### src/rtl/serial_subtractor.sv
// serial_subtractor
//   Bit-serial WIDTH-bit subtractor: diff = a - b - bin, processed LSB first,
//   one bit per clock.
//
//   Datapath:
//   - A single full-subtract cell feeds a borrow flip-flop.
//   - Two operand shift registers present one bit per clock to the cell.
//   - A result shift register reassembles the parallel difference.
//
//   Control: a three-state FSM (IDLE / SHIFT / DONE).
//
// Ports:
//   clk    in   clock, rising edge
//   rst    in   asynchronous active-high reset
//   start  in   request, sampled only in IDLE
//   a      in   [WIDTH] minuend, captured on accepted start
//   b      in   [WIDTH] subtrahend, captured on accepted start
//   bin    in   initial borrow-in, captured on accepted start
//   busy   out  high in SHIFT and DONE
//   done   out  one-cycle completion pulse
//   diff   out  [WIDTH] result register
//   bout   out  final borrow-out
module serial_subtractor #(
  parameter int unsigned WIDTH = 8
) (
  input  logic             clk,
  input  logic             rst,
  input  logic             start,
  input  logic [WIDTH-1:0] a,
  input  logic [WIDTH-1:0] b,
  input  logic             bin,
  output logic             busy,
  output logic             done,
  output logic [WIDTH-1:0] diff,
  output logic             bout
);

  localparam int unsigned CW = $clog2(WIDTH) + 1;

  localparam logic [1:0] S_IDLE  = 2'd0;
  localparam logic [1:0] S_SHIFT = 2'd1;
  localparam logic [1:0] S_DONE  = 2'd2;

  logic [1:0]       state_q, state_d;
  logic [WIDTH-1:0] ra_q, ra_d;
  logic [WIDTH-1:0] rb_q, rb_d;
  logic             br_q, br_d;
  logic [CW-1:0]    cnt_q, cnt_d;
  logic [WIDTH-1:0] diff_q, diff_d;
  logic             bout_q, bout_d;

  // Full-subtract cell on the current LSBs and the running borrow.
  logic d_bit;
  logic nb;
  assign d_bit = ra_q[0] ^ rb_q[0] ^ br_q;
  assign nb    = (~ra_q[0] & rb_q[0]) | (~(ra_q[0] ^ rb_q[0]) & br_q);

  always_comb begin
    state_d = state_q;
    ra_d    = ra_q;
    rb_d    = rb_q;
    br_d    = br_q;
    cnt_d   = cnt_q;
    diff_d  = diff_q;
    bout_d  = bout_q;
    case (state_q)
      S_IDLE: begin
        if (start) begin
          ra_d    = a;
          rb_d    = b;
          br_d    = bin;
          cnt_d   = '0;
          diff_d  = '0;
          bout_d  = 1'b0;
          state_d = S_SHIFT;
        end
      end
      S_SHIFT: begin
        // New bit enters at the MSB. Written as a shift of the concatenation
        // so that WIDTH=1 needs no empty part-select.
        diff_d = WIDTH'({d_bit, diff_q} >> 1);
        ra_d   = ra_q >> 1;
        rb_d   = rb_q >> 1;
        br_d   = nb;
        cnt_d  = cnt_q + CW'(1);
        if (cnt_q == CW'(WIDTH - 1)) begin
          bout_d  = nb;
          state_d = S_DONE;
        end
      end
      S_DONE:  state_d = S_IDLE;
      default: state_d = S_IDLE;
    endcase
  end

  always_ff @(posedge clk or posedge rst) begin
    if (rst) begin
      state_q <= S_IDLE;
      ra_q    <= '0;
      rb_q    <= '0;
      br_q    <= 1'b0;
      cnt_q   <= '0;
      diff_q  <= '0;
      bout_q  <= 1'b0;
    end else begin
      state_q <= state_d;
      ra_q    <= ra_d;
      rb_q    <= rb_d;
      br_q    <= br_d;
      cnt_q   <= cnt_d;
      diff_q  <= diff_d;
      bout_q  <= bout_d;
    end
  end

  assign busy = (state_q != S_IDLE);
  assign done = (state_q == S_DONE);
  assign diff = diff_q;
  assign bout = bout_q;

endmodule
### config.mk
export PLATFORM = sky130hd
export DESIGN_NAME = serial_subtractor
export DESIGN_NICKNAME = d
export VERILOG_FILES = /design/src/rtl/serial_subtractor.sv
export SDC_FILE = /design/constraint.sdc
export NUM_CORES = 1
export LEC_CHECK = 0
export BUFFER_PORTS_ARGS = -buffer_cell sky130_fd_sc_hd__clkbuf_2
export CORE_MARGIN = 3
export CORE_UTILIZATION = 47
export CTS_BUF_LIST = sky130_fd_sc_hd__clkbuf_4 sky130_fd_sc_hd__clkbuf_8 sky130_fd_sc_hd__clkbuf_16
export CTS_CLUSTER_DIAMETER = 150
export DETAILED_ROUTE_END_ITERATION = 8
export PLACE_DENSITY = 0.81
export SYNTH_ARGS = -nofsm -noshare
export SYNTH_HDL_FRONTEND = slang
export SYNTH_SLANG_ARGS = --single-unit
### constraint.sdc
create_clock -name clk -period 1.2 [get_ports clk]
set_input_delay 0.12 -clock clk [delete_from_list [all_inputs] [get_ports clk]]
set_output_delay 0.12 -clock clk [all_outputs]
set_load 0.03 [all_outputs]
==> results.sh, run 1 <==
export IMPL_arrival_ps=1290
export IMPL_instances_no_fill=212
export IMPL_p_int_w=0.003312
export IMPL_worstSetupPathType="reg -> out"
export IMPL_crit_slowest_cell="dfrtp_1"
export IMPL_grt_pass1_vias=1249
export IMPL_grt_antenna_before_repair=0
export IMPL_row_count=19
export IMPL_grt_pass1_wl_um=5540
export IMPL_synthFlopType="dfrtp_1"
export IMPL_nets=202
export IMPL_dieArea_um2=3723
export IMPL_p_sw_share_pct=39.60
export IMPL_dr_first_iter_drc_count=27
export IMPL_die_w_um=61.02
export IMPL_via_per_inst=5.590
export IMPL_ios=31
export IMPL_hp_class="in -> reg"
export IMPL_worstPathBufferInverterCount=2
export IMPL_max_stage_delay_ps=430
export IMPL_worstHoldPathCells=3
export IMPL_synth_area_leaders="dfrtp_1, mux2i_1, a22o_1"
export IMPL_finalCriticalPeriod_ps=1405
export IMPL_htree_levels=2
export IMPL_fillers=202
export IMPL_synth_top_area_share_pct=56.29
export IMPL_p_switching_w=0.002172
export IMPL_use_met2_pct=36.49
export IMPL_synth_edf_count=0
export IMPL_max_clock_freq_mhz=711.6
export IMPL_cts_tree="built"
export IMPL_numClockSinks=32
export IMPL_cp_top_family="flip-flops"
export IMPL_status="complete, but fails checks"
export IMPL_violations="negative setup slack"
export IMPL_root_buffer="clkbuf_4"
export IMPL_die_y_um=61.02
export IMPL_synth_seq_cells=32
export IMPL_synth_fp_nets=147
export IMPL_cp_start_kind="flip-flop"
export IMPL_core_um2=2829
export IMPL_grt_most_used_layer="met2"
export IMPL_crit_fanout=2
export IMPL_preCtsSetupSlack_ps=-91.49
export IMPL_ir_worst_vdd_mv=1.225
export IMPL_p_comb_share_pct=52.5
export IMPL_gp_congestion=0.8002
export IMPL_grt_remaining_overflow=0
export IMPL_cp_depth=3
export IMPL_p_leak_nw=1.034
export IMPL_yosysTopAreaCell="dfrtp_1"
export IMPL_ys_warn_count=0
export IMPL_end_kind="output port"
export IMPL_synth_cell_types=27
export IMPL_yosysMostFrequentCell="dfrtp_1"
export IMPL_dp_cells=189
export IMPL_num_antenna_cells=0
export IMPL_routed_wl_um=3615
export IMPL_clock_skew_ps=9.982
export IMPL_initial_core_util_pct=50.29
export IMPL_grt_util_met1_pct=22.55
export IMPL_setup_slack_ps=-205.2
export IMPL_clock_latency_ps=340
export IMPL_setup_violations=33
export IMPL_grt_max_degree=33
export IMPL_synthToLayoutAreaGrowth_pct=43.45
export IMPL_cts_buffer_depth=2
export IMPL_path_cells="buf_6, or2_4, buf_8"
export IMPL_max_slew_margin_pct=73.64
export IMPL_p_total_w=0.005485
export IMPL_vias=1185
export IMPL_hp_start="a[4]"
export IMPL_finalMaxSlewViolations=0
export IMPL_ys_async_sr_fraction_pct=100.0
export IMPL_seqPwrFrac_pct=34.8
export IMPL_regToRegEndpoint="diff[5]$_DFFE_PP0P_"
export IMPL_clk_pin_slew_ps=100
export IMPL_synth_commonest_cells="dfrtp_1, nand2_1, o21ai_0"
export IMPL_rsz0062_at_grt="true"
export IMPL_hpwlAfterDp_um=2018
export IMPL_numCtsBuffers=5
export IMPL_synth_avg_cell_area_um2=11.38
export IMPL_ys_seq_area_share_pct=56.29
export IMPL_grt_usage_pct=20.62
export IMPL_critPathRequiredTime_ps=1080
export IMPL_wl_per_cell_um=17.05
export IMPL_io_buffers=30
export IMPL_firstDrtPassIters=3
export IMPL_synth_cells=125
export IMPL_drive_above_1_share_pct=45.86
export IMPL_post_route_period_util_pct=117.1
export IMPL_pwr_share_clk_pct=12.7
export IMPL_crit_path_start="state_q[0]$_DFFE_PP0P_"
export IMPL_hold_viol=0
export IMPL_r2r_cells=5
export IMPL_rr_startpoint="state_q[1]$_DFFE_PP0P_"
export IMPL_drc=0
export IMPL_worst_pin_slew_ps=395.4
export IMPL_crit_end="busy"
export IMPL_r2r_slack_ps=-190
export IMPL_grt_util_met3_pct=6.918
export IMPL_synth_area_um2=1423
export IMPL_cellPowerDensity_nw_per_um2=2688
export IMPL_antenna_left=0
export IMPL_max_cap_violations=0
registers in the layout (all words and copies together) (netlist names):
signal / count
bout: 1
br_q: 1
cnt_q: 4
diff: 8
ra_q: 8
rb_q: 8
state_q: 2
tightest hold or removal path, stage by stage:
cell and delay [ps]:
clkbuf_2 70, mux2i_1 50, o21ai_1 100
cell usage in the layout (no fill, tap or decap):
cell type	instances
nand3_1	2
a22o_1	11
ha_2	1
clkbuf_2	28
nand2_4	2
buf_12	2
buf_6	12
o21ai_1	11
o21bai_4	1
clkbuf_8	1
nand2_1	14
inv_2	1
nand2_2	2
o21ai_2	3
nand2b_4	1
nand3b_1	1
nor3b_1	1
and2b_4	2
or3_4	1
buf_16	1
inv_1	3
nand3_2	2
fa_2	1
o21ai_0	3
buf_8	1
nor2b_2	1
or2_4	1
nor2_4	1
mux2i_1	14
a21o_1	1
dlygate4sd3_1	3
buf_4	8
a221oi_4	1
dfrtp_1	32
nor2_1	2
clkbuf_4	7
o311ai_4	1
a21oi_2	1
cell families after synthesis:
| logic type | count (synthesis) | synth area share (%) |
|---|---|---|
| AO/OA/AOI/OAI | 33 | 15.65 |
| AND/OR/NAND/NOR | 32 | 10.47 |
| flip-flops | 32 | 56.29 |
| multiplexers | 14 | 9.850 |
| buffers and inverters | 12 | 5.452 |
| adder cells (fa/ha/maj) | 2 | 2.287 |
metrics by stage:
stage | hold WS [ps] | area [µm²] | util, % | setup TNS [ps]
global placement | 194.2 | 1634 | 57.76 | -21.00
finish | 47.06 | 2041 | 72.14 | -3700
global route | 48.32 | 2041 | 72.14 | -5059
detailed placement | 210.7 | 1634 | 57.76 | -835.0
CTS | 0.7405 | 1943 | 68.69 | -3444
floorplan | 236.2 | 1425 | - | 0
power by group through the flow:
stage	Combinational, W	Clock (W)	Sequential [W]
2_1_floorplan	0.00128	0	0.00205
3_3_place_gp	0.00188	0	0.00186
3_5_place_dp	0.00195	0	0.00189
4_1_cts	0.00258	0.000697	0.00186
5_1_grt	0.00308	0.000759	0.00197
6_report	0.00288	0.000695	0.00191
how the worst min path moves through the flow:
stage | to | slack [ps]
floorplan | bout$_DFFE_PP0P_ | 240
global route | ra_q[1]$_DFFE_PP0P_ | 50
detailed placement | diff[0]$_DFFE_PP0P_ | 210
global placement | diff[2]$_DFFE_PP0P_ | 190
finish | ra_q[4]$_DFFE_PP0P_ | 50
CTS | rb_q[7]$_DFFE_PP0P_ | 0.7
layer usage:
metal / wire (µm) / vias to the layer above
met5: 0 / -
met4: 70 / 0
met3: 209 / 10
met2: 1989 / 37
met1: 1347 / 586
li1: - / 552
area by class of cell:
class | count | area, µm² | share of cell area [%]
Clock buffer | 8 | 66.31 | 3.250
Inverter | 4 | 15.01 | 0.7357
Sequential cell | 32 | 800.8 | 39.24
Tap cell | 31 | 38.79 | 1.901
Multi-Input combinational cell | 82 | 671.9 | 32.92
Timing Repair Buffer | 55 | 447.9 | 21.95
timing repair:
item | in CTS | in global routing
gates resized for setup | 29 | 34
setup endpoints to repair | 27 | 33
hold endpoints to repair | 33 | 1
hold buffers | 2 | 1
pin swaps | 1 | 13
setup buffers | 5 | 4
cloned | 4 | 0
No activity file was read; power rests on OpenSTA's default activity.
==> run 2, diff against run 1 <==
Settings changed: ABC_AREA from default to 1, CORE_UTILIZATION 47 to 49, PLACE_DENSITY 0.81 to 0.82.
==> run 2 against run 1 <==
Against the previous run: the flow still finishes with violations (negative setup slack); clock power increased by 20%; first-iteration DRC count increased to 3.6 times the previous value; utilization decreased by 3.8 points; worst hold slack improved by 20 ps; flip-flop and latch count unchanged; via count increased by 18%; register-to-register slack improved by 190 ps; maximum frequency increased by 13%; largest cell class unchanged; largest power group unchanged; highest routed layer unchanged.
==> results.sh, run 2 <==
export IMPL_synth_area_um2=1680
export IMPL_post_route_period_util_pct=104.0
export IMPL_root_buffer="clkbuf_4"
export IMPL_die_w_um=64.56
export IMPL_synth_edf_count=0
export IMPL_grt_usage_pct=18.96
export IMPL_htree_levels=2
export IMPL_synth_cell_types=19
export IMPL_grt_pass1_wl_um=6009
export IMPL_path_cells="nor2_4, inv_2, buf_8"
export IMPL_layout_commonest_cell="nand2_1"
export IMPL_multiInputGateArea_um2=742.0
export IMPL_antenna_left=0
export IMPL_hpwlAfterDp_um=2337
export IMPL_crit_slowest_cell="dfrtp_2"
export IMPL_ys_async_sr_fraction_pct=100.0
export IMPL_clk_pin_slew_ps=100
export IMPL_drive_above_1_share_pct=34.96
export IMPL_synth_area_leaders="dfrtp_1, nand2_1, nand3_1"
export IMPL_clock_latency_ps=340
export IMPL_numClockSinks=32
export IMPL_seqCellArea_um2=803.3
export IMPL_fillers=264
export IMPL_layout_common_cells="nand2_1, dfrtp_1, clkbuf_2, nand3_1, inv_1"
export IMPL_violations="negative setup slack"
export IMPL_setup_violations=3
export IMPL_ios=31
export IMPL_arrival_ps=1130
export IMPL_synth_cells=199
export IMPL_cellPowerDensity_nw_per_um2=2766
export IMPL_ir_worst_vdd_mv=1.615
export IMPL_row_count=20
export IMPL_die_y_um=64.56
export IMPL_hp_class="in -> reg"
export IMPL_ys_seq_area_share_pct=47.65
export IMPL_firstDrtPassIters=4
export IMPL_synthFlopType="dfrtp_1"
export IMPL_p_total_w=0.005960
export IMPL_io_buffers=30
export IMPL_crit_fanout=3
export IMPL_synthToLayoutAreaGrowth_pct=28.22
export IMPL_grt_remaining_overflow=0
export IMPL_yosysTopAreaCell="dfrtp_1"
export IMPL_cp_top_family="flip-flops"
export IMPL_finalMaxSlewViolations=0
export IMPL_nets=267
export IMPL_cp_start_kind="flip-flop"
export IMPL_synth_commonest_cells="nand2_1, dfrtp_1, nand3_1"
export IMPL_synth_fp_nets=221
export IMPL_rsz0062_at_grt="true"
export IMPL_fin_setup_tns_ps=-85.40
export IMPL_synth_avg_cell_area_um2=8.444
export IMPL_max_cap_violations=0
export IMPL_via_per_inst=4.831
export IMPL_synth_seq_cells=32
export IMPL_hold_viol=0
export IMPL_yosysMostFrequentCell="nand2_1"
export IMPL_dr_first_iter_drc_count=96
export IMPL_clock_skew_ps=9.010
export IMPL_final_area_um2=2155
export IMPL_num_antenna_cells=0
export IMPL_gp_congestion=0.8212
export IMPL_placed_area_um2=1873
export IMPL_holdWs_ps=67.44
export IMPL_cts_tree="built"
export IMPL_worstPathBufferInverterCount=2
export IMPL_max_slew_margin_pct=73.79
export IMPL_preCtsSetupSlack_ps=20.28
export IMPL_dieArea_um2=4168
export IMPL_max_clock_freq_mhz=801.5
export IMPL_worstSetupPathType="reg -> out"
export IMPL_status="complete, but fails checks"
export IMPL_setup_slack_ps=-47.60
export IMPL_worst_pin_slew_ps=393.1
export IMPL_wl_per_cell_um=12.29
export IMPL_cts_buffer_depth=2
export IMPL_numCtsBuffers=5
export IMPL_synth_top_area_share_pct=47.65
export IMPL_critPathRequiredTime_ps=1080
export IMPL_max_stage_delay_ps=470
export IMPL_initial_core_util_pct=53.29
export IMPL_grt_max_degree=33
export IMPL_grt_pass1_vias=1324
export IMPL_ys_warn_count=0
export IMPL_core_um2=3153
export IMPL_grt_antenna_before_repair=0
export IMPL_finalCriticalPeriod_ps=1248
export IMPL_drc=0
export IMPL_end_kind="output port"
export IMPL_p_leak_nw=1.171
export IMPL_routed_wl_um=3565
export IMPL_vias=1401
[run 2: cell types whose count changed in the layout (fill, tap and decap cells not counted), sizes merged, moves of 2 or more]
cell	delta
a22o	-11
nand2	+75
o22ai	+6
nand3	+22
inv	+14
o21ai	-13
buf	-8
mux2i	-14
and2b	-2
nor2	+3
[run 2: final timing paths]
check / start / end / slack [ps] / depth (start not counted)
max: state_q[1]$_DFFE_PP0P_ / busy / -50 / 3
min: b[1] / rb_q[1]$_DFFE_PP0P_ / 70 / 5
max reg2reg: state_q[0]$_DFFE_PP0P_ / rb_q[6]$_DFFE_PP0P_ / 0 / 5
min reg2reg: ra_q[3]$_DFFE_PP0P_ / ra_q[3]$_DFFE_PP0P_ / 520 / 2
max in group asynchronous: rst / state_q[1]$_DFFE_PP0P_ / 510 / 4
min in group asynchronous: rst / diff[1]$_DFFE_PP0P_ / 380 / 4
[run 2: what timing repair did]
item                       in CTS  in global routing
cloned                          0                  2
setup buffers                   2                  4
resized for setup              11                 13
setup endpoints to repair       2                 28
pin swaps                       1                  4
hold endpoints to repair       34                  0
hold buffers                    3                  0
[run 2: layout make-up]
type	count	share of cell area, %
inverter	18	3.252
multi-input combinational	139	34.44
tap	44	2.555
timing repair buffer	49	18.76
clock inverter	2	1.626
clock buffer	6	2.091
sequential	32	37.28
[run 2: through the flow]
step / std cells / util [%]
after detailed placement: 271 / 59.40
after floorplan: 199 / -
after global routing: 290 / 68.33
after global placement: 271 / 59.40
final: 290 / 68.33
after CTS: 284 / 64.60
[run 2: power by group]
| group | internal, W | switching, W | leakage (nW) |
|---|---|---|---|
| Sequential | 0.00155 | 0.000298 | 0.407 |
| Combinational | 0.00141 | 0.00187 | 0.719 |
| Clock | 0.000459 | 0.000374 | 0.0456 |
| Total | 0.00342 | 0.00254 | 1.17 |
[run 2: metal layers]
metal  wire length [µm]  part of all wire [%]  global-route usage (%)  up-vias
met5                  0                     0                       0        -
met4                 51                   1.4                   7.124        0
met3                169                   4.7                   6.759        6
met2               1821                    51                   30.93       32
met1               1522                    43                   22.97      645
li1                   -                     -                       -      718
[run 2: worst min-delay path: cells and delay by family]
kind	cells	cell delay, ps
buf+inv	1	90
simple gates	4	170
[run 2: logic make-up after synthesis]
family / share of synthesized area [%]
fa+ha+maj: 1.936
simple gates: 33.21
buf+inv: 10.57
compound gates: 6.627
flops: 47.65
==> run 3, diff against run 2 <==
Settings changed: CELL_PAD_IN_SITES_DETAIL_PLACEMENT from default to 0, CELL_PAD_IN_SITES_GLOBAL_PLACEMENT from default to 1, CORE_UTILIZATION 49 to 37, PLACE_DENSITY 0.82 to 0.83.
==> run 3 against run 2 <==
Against the previous run: the run now ends clean; worst hold slack got worse by 28 ps; utilization is 20 points lower; largest cell class unchanged; critical path type unchanged; cell area is 5.1% lower.
==> results.sh, run 3 (synthesis results as in run 2) <==
export IMPL_clock_latency_ps=280
export IMPL_numCtsBuffers=5
export IMPL_post_route_period_util_pct=97.64
export IMPL_rr_startpoint="state_q[1]$_DFFE_PP0P_"
export IMPL_cellPowerDensity_nw_per_um2=2826
export IMPL_p_leak_nw=1.130
export IMPL_firstDrtPassIters=4
export IMPL_max_slew_margin_pct=72.78
export IMPL_final_area_um2=2044
export IMPL_numClockSinks=32
export IMPL_row_count=23
export IMPL_rsz0062_at_grt="true"
export IMPL_routed_wl_um=3471
export IMPL_placed_area_um2=1873
export IMPL_crit_path_start="state_q[0]$_DFFE_PP0P_"
export IMPL_cp_start_kind="flip-flop"
export IMPL_clk_pin_slew_ps=70
export IMPL_initial_core_util_pct=39.99
export IMPL_worstSetupPathType="reg -> out"
export IMPL_die_w_um=73.39
export IMPL_layout_common_cells="nand2_1, dfrtp_1, clkbuf_2, nand3_1, inv_1"
export IMPL_die_y_um=73.39
export IMPL_grt_pass1_wl_um=6106
export IMPL_max_cap_violations=0
export IMPL_crit_fanout=4
export IMPL_ios=31
export IMPL_vias=1355
export IMPL_layout_commonest_cell="nand2_1"
export IMPL_path_cells="nor2_2, inv_1, buf_2"
export IMPL_gp_congestion=0.7838
export IMPL_io_buffers=30
export IMPL_dr_first_iter_drc_count=102
export IMPL_core_um2=4202
export IMPL_grt_antenna_before_repair=0
export IMPL_arrival_ps=1050
export IMPL_htree_levels=2
export IMPL_cts_buffer_depth=2
export IMPL_drive_above_1_share_pct=33.33
export IMPL_hold_viol=0
export IMPL_worst_pin_slew_ps=408.4
export IMPL_p_total_w=0.005778
export IMPL_antenna_left=0
export IMPL_nets=258
export IMPL_hp_class="in -> reg"
export IMPL_root_buffer="clkbuf_8"
export IMPL_max_clock_freq_mhz=853.5
export IMPL_grt_usage_pct=14.66
export IMPL_wl_per_cell_um=12.09
export IMPL_cts_tree="built"
export IMPL_setup_violations=0
export IMPL_clock_skew_ps=6.416
export IMPL_num_antenna_cells=0
export IMPL_grt_remaining_overflow=0
export IMPL_end_kind="output port"
export IMPL_drc=0
export IMPL_dieArea_um2=5386
export IMPL_ir_worst_vdd_mv=1.290
export IMPL_fillers=398
export IMPL_via_per_inst=4.721
export IMPL_crit_slowest_cell="dfrtp_2"
export IMPL_synthToLayoutAreaGrowth_pct=21.67
export IMPL_hpwlAfterDp_um=2219
export IMPL_finalMaxSlewViolations=0
export IMPL_grt_pass1_vias=1361
export IMPL_max_stage_delay_ps=440
export IMPL_hp_start="a[7]"
export IMPL_finalCriticalPeriod_ps=1172
export IMPL_grt_max_degree=33
export IMPL_critPathRequiredTime_ps=1080
export IMPL_status="completed"
## run 3: through the flow
| stage | setup WS, ps | hold WS [ps] | setup TNS [ps] | util (%) | instances |
|---|---|---|---|---|---|
| finish | 28.30 | 39.92 | 0 | 48.66 | 287 |
| CTS | 4.874 | 31.03 | 0 | 48.30 | 287 |
| floorplan | 99.68 | 229.6 | 0 | - | 199 |
| detailed placement | 30.12 | 209.2 | 0 | 44.58 | 276 |
| global route | -47.28 | 39.73 | -301.6 | 48.66 | 287 |
| global placement | 57.26 | 205.3 | 0 | 44.58 | 276 |
## run 3: worst paths after layout
check | to | cells past startpoint | slack, ps
worst max-delay path | busy | 3 | 30
worst min-delay path | ra_q[7]$_DFFE_PP0P_ | 3 | 40
worst max register to register | bout$_DFFE_PP0P_ | 6 | 30
worst min register to register | ra_q[2]$_DFFE_PP0P_ | 2 | 510
max in group asynchronous | state_q[0]$_DFFE_PP0P_ | 4 | 440
min in group asynchronous | br_q$_DFFE_PP0P_ | 4 | 440
## run 3: what timing repair did
| action | in CTS | in global routing |
|---|---|---|
| buffers inserted | 2 | 0 |
| endpoints found under the hold margin | 32 | 0 |
| endpoints found under the setup margin | 3 | 21 |
| hold buffers | 1 | 0 |
| pin swaps | 0 | 0 |
| resized for setup | 2 | 12 |
## run 3: cell type report
type	count	area, µm²	share of cell area, %
flip-flops and latches	32	802.0	39.23
multi-input cells	139	718.2	35.13
repair buffers	40	267.8	13.10
clock buffers	7	96.34	4.712
inverters	18	67.56	3.305
well taps	50	62.56	3.060
clock inverters	1	30.03	1.469
## run 3: layer usage
metal / GRT usage, % / vias to the layer above / part of all wire (%)
li1: - / 691 / -
met1: 18.59 / 637 / 47
met2: 23.54 / 23 / 48
met3: 3.830 / 4 / 4.1
met4: 6.439 / 0 / 1.4
met5: 0 / - / 0
## run 3: report_power, final
group,internal [W],switching [W]
clock network,0.000732,0.000386
registers,0.00155,0.000301
logic,0.00107,0.00174
total,0.00335,0.00242
## run 3: worst max-delay path, delay by kind of cell (launching register included)
family | cells | cell delay (ps)
flip-flops | 1 | 440
AND/OR/NAND/NOR | 1 | 120
buffers and inverters | 2 | 220
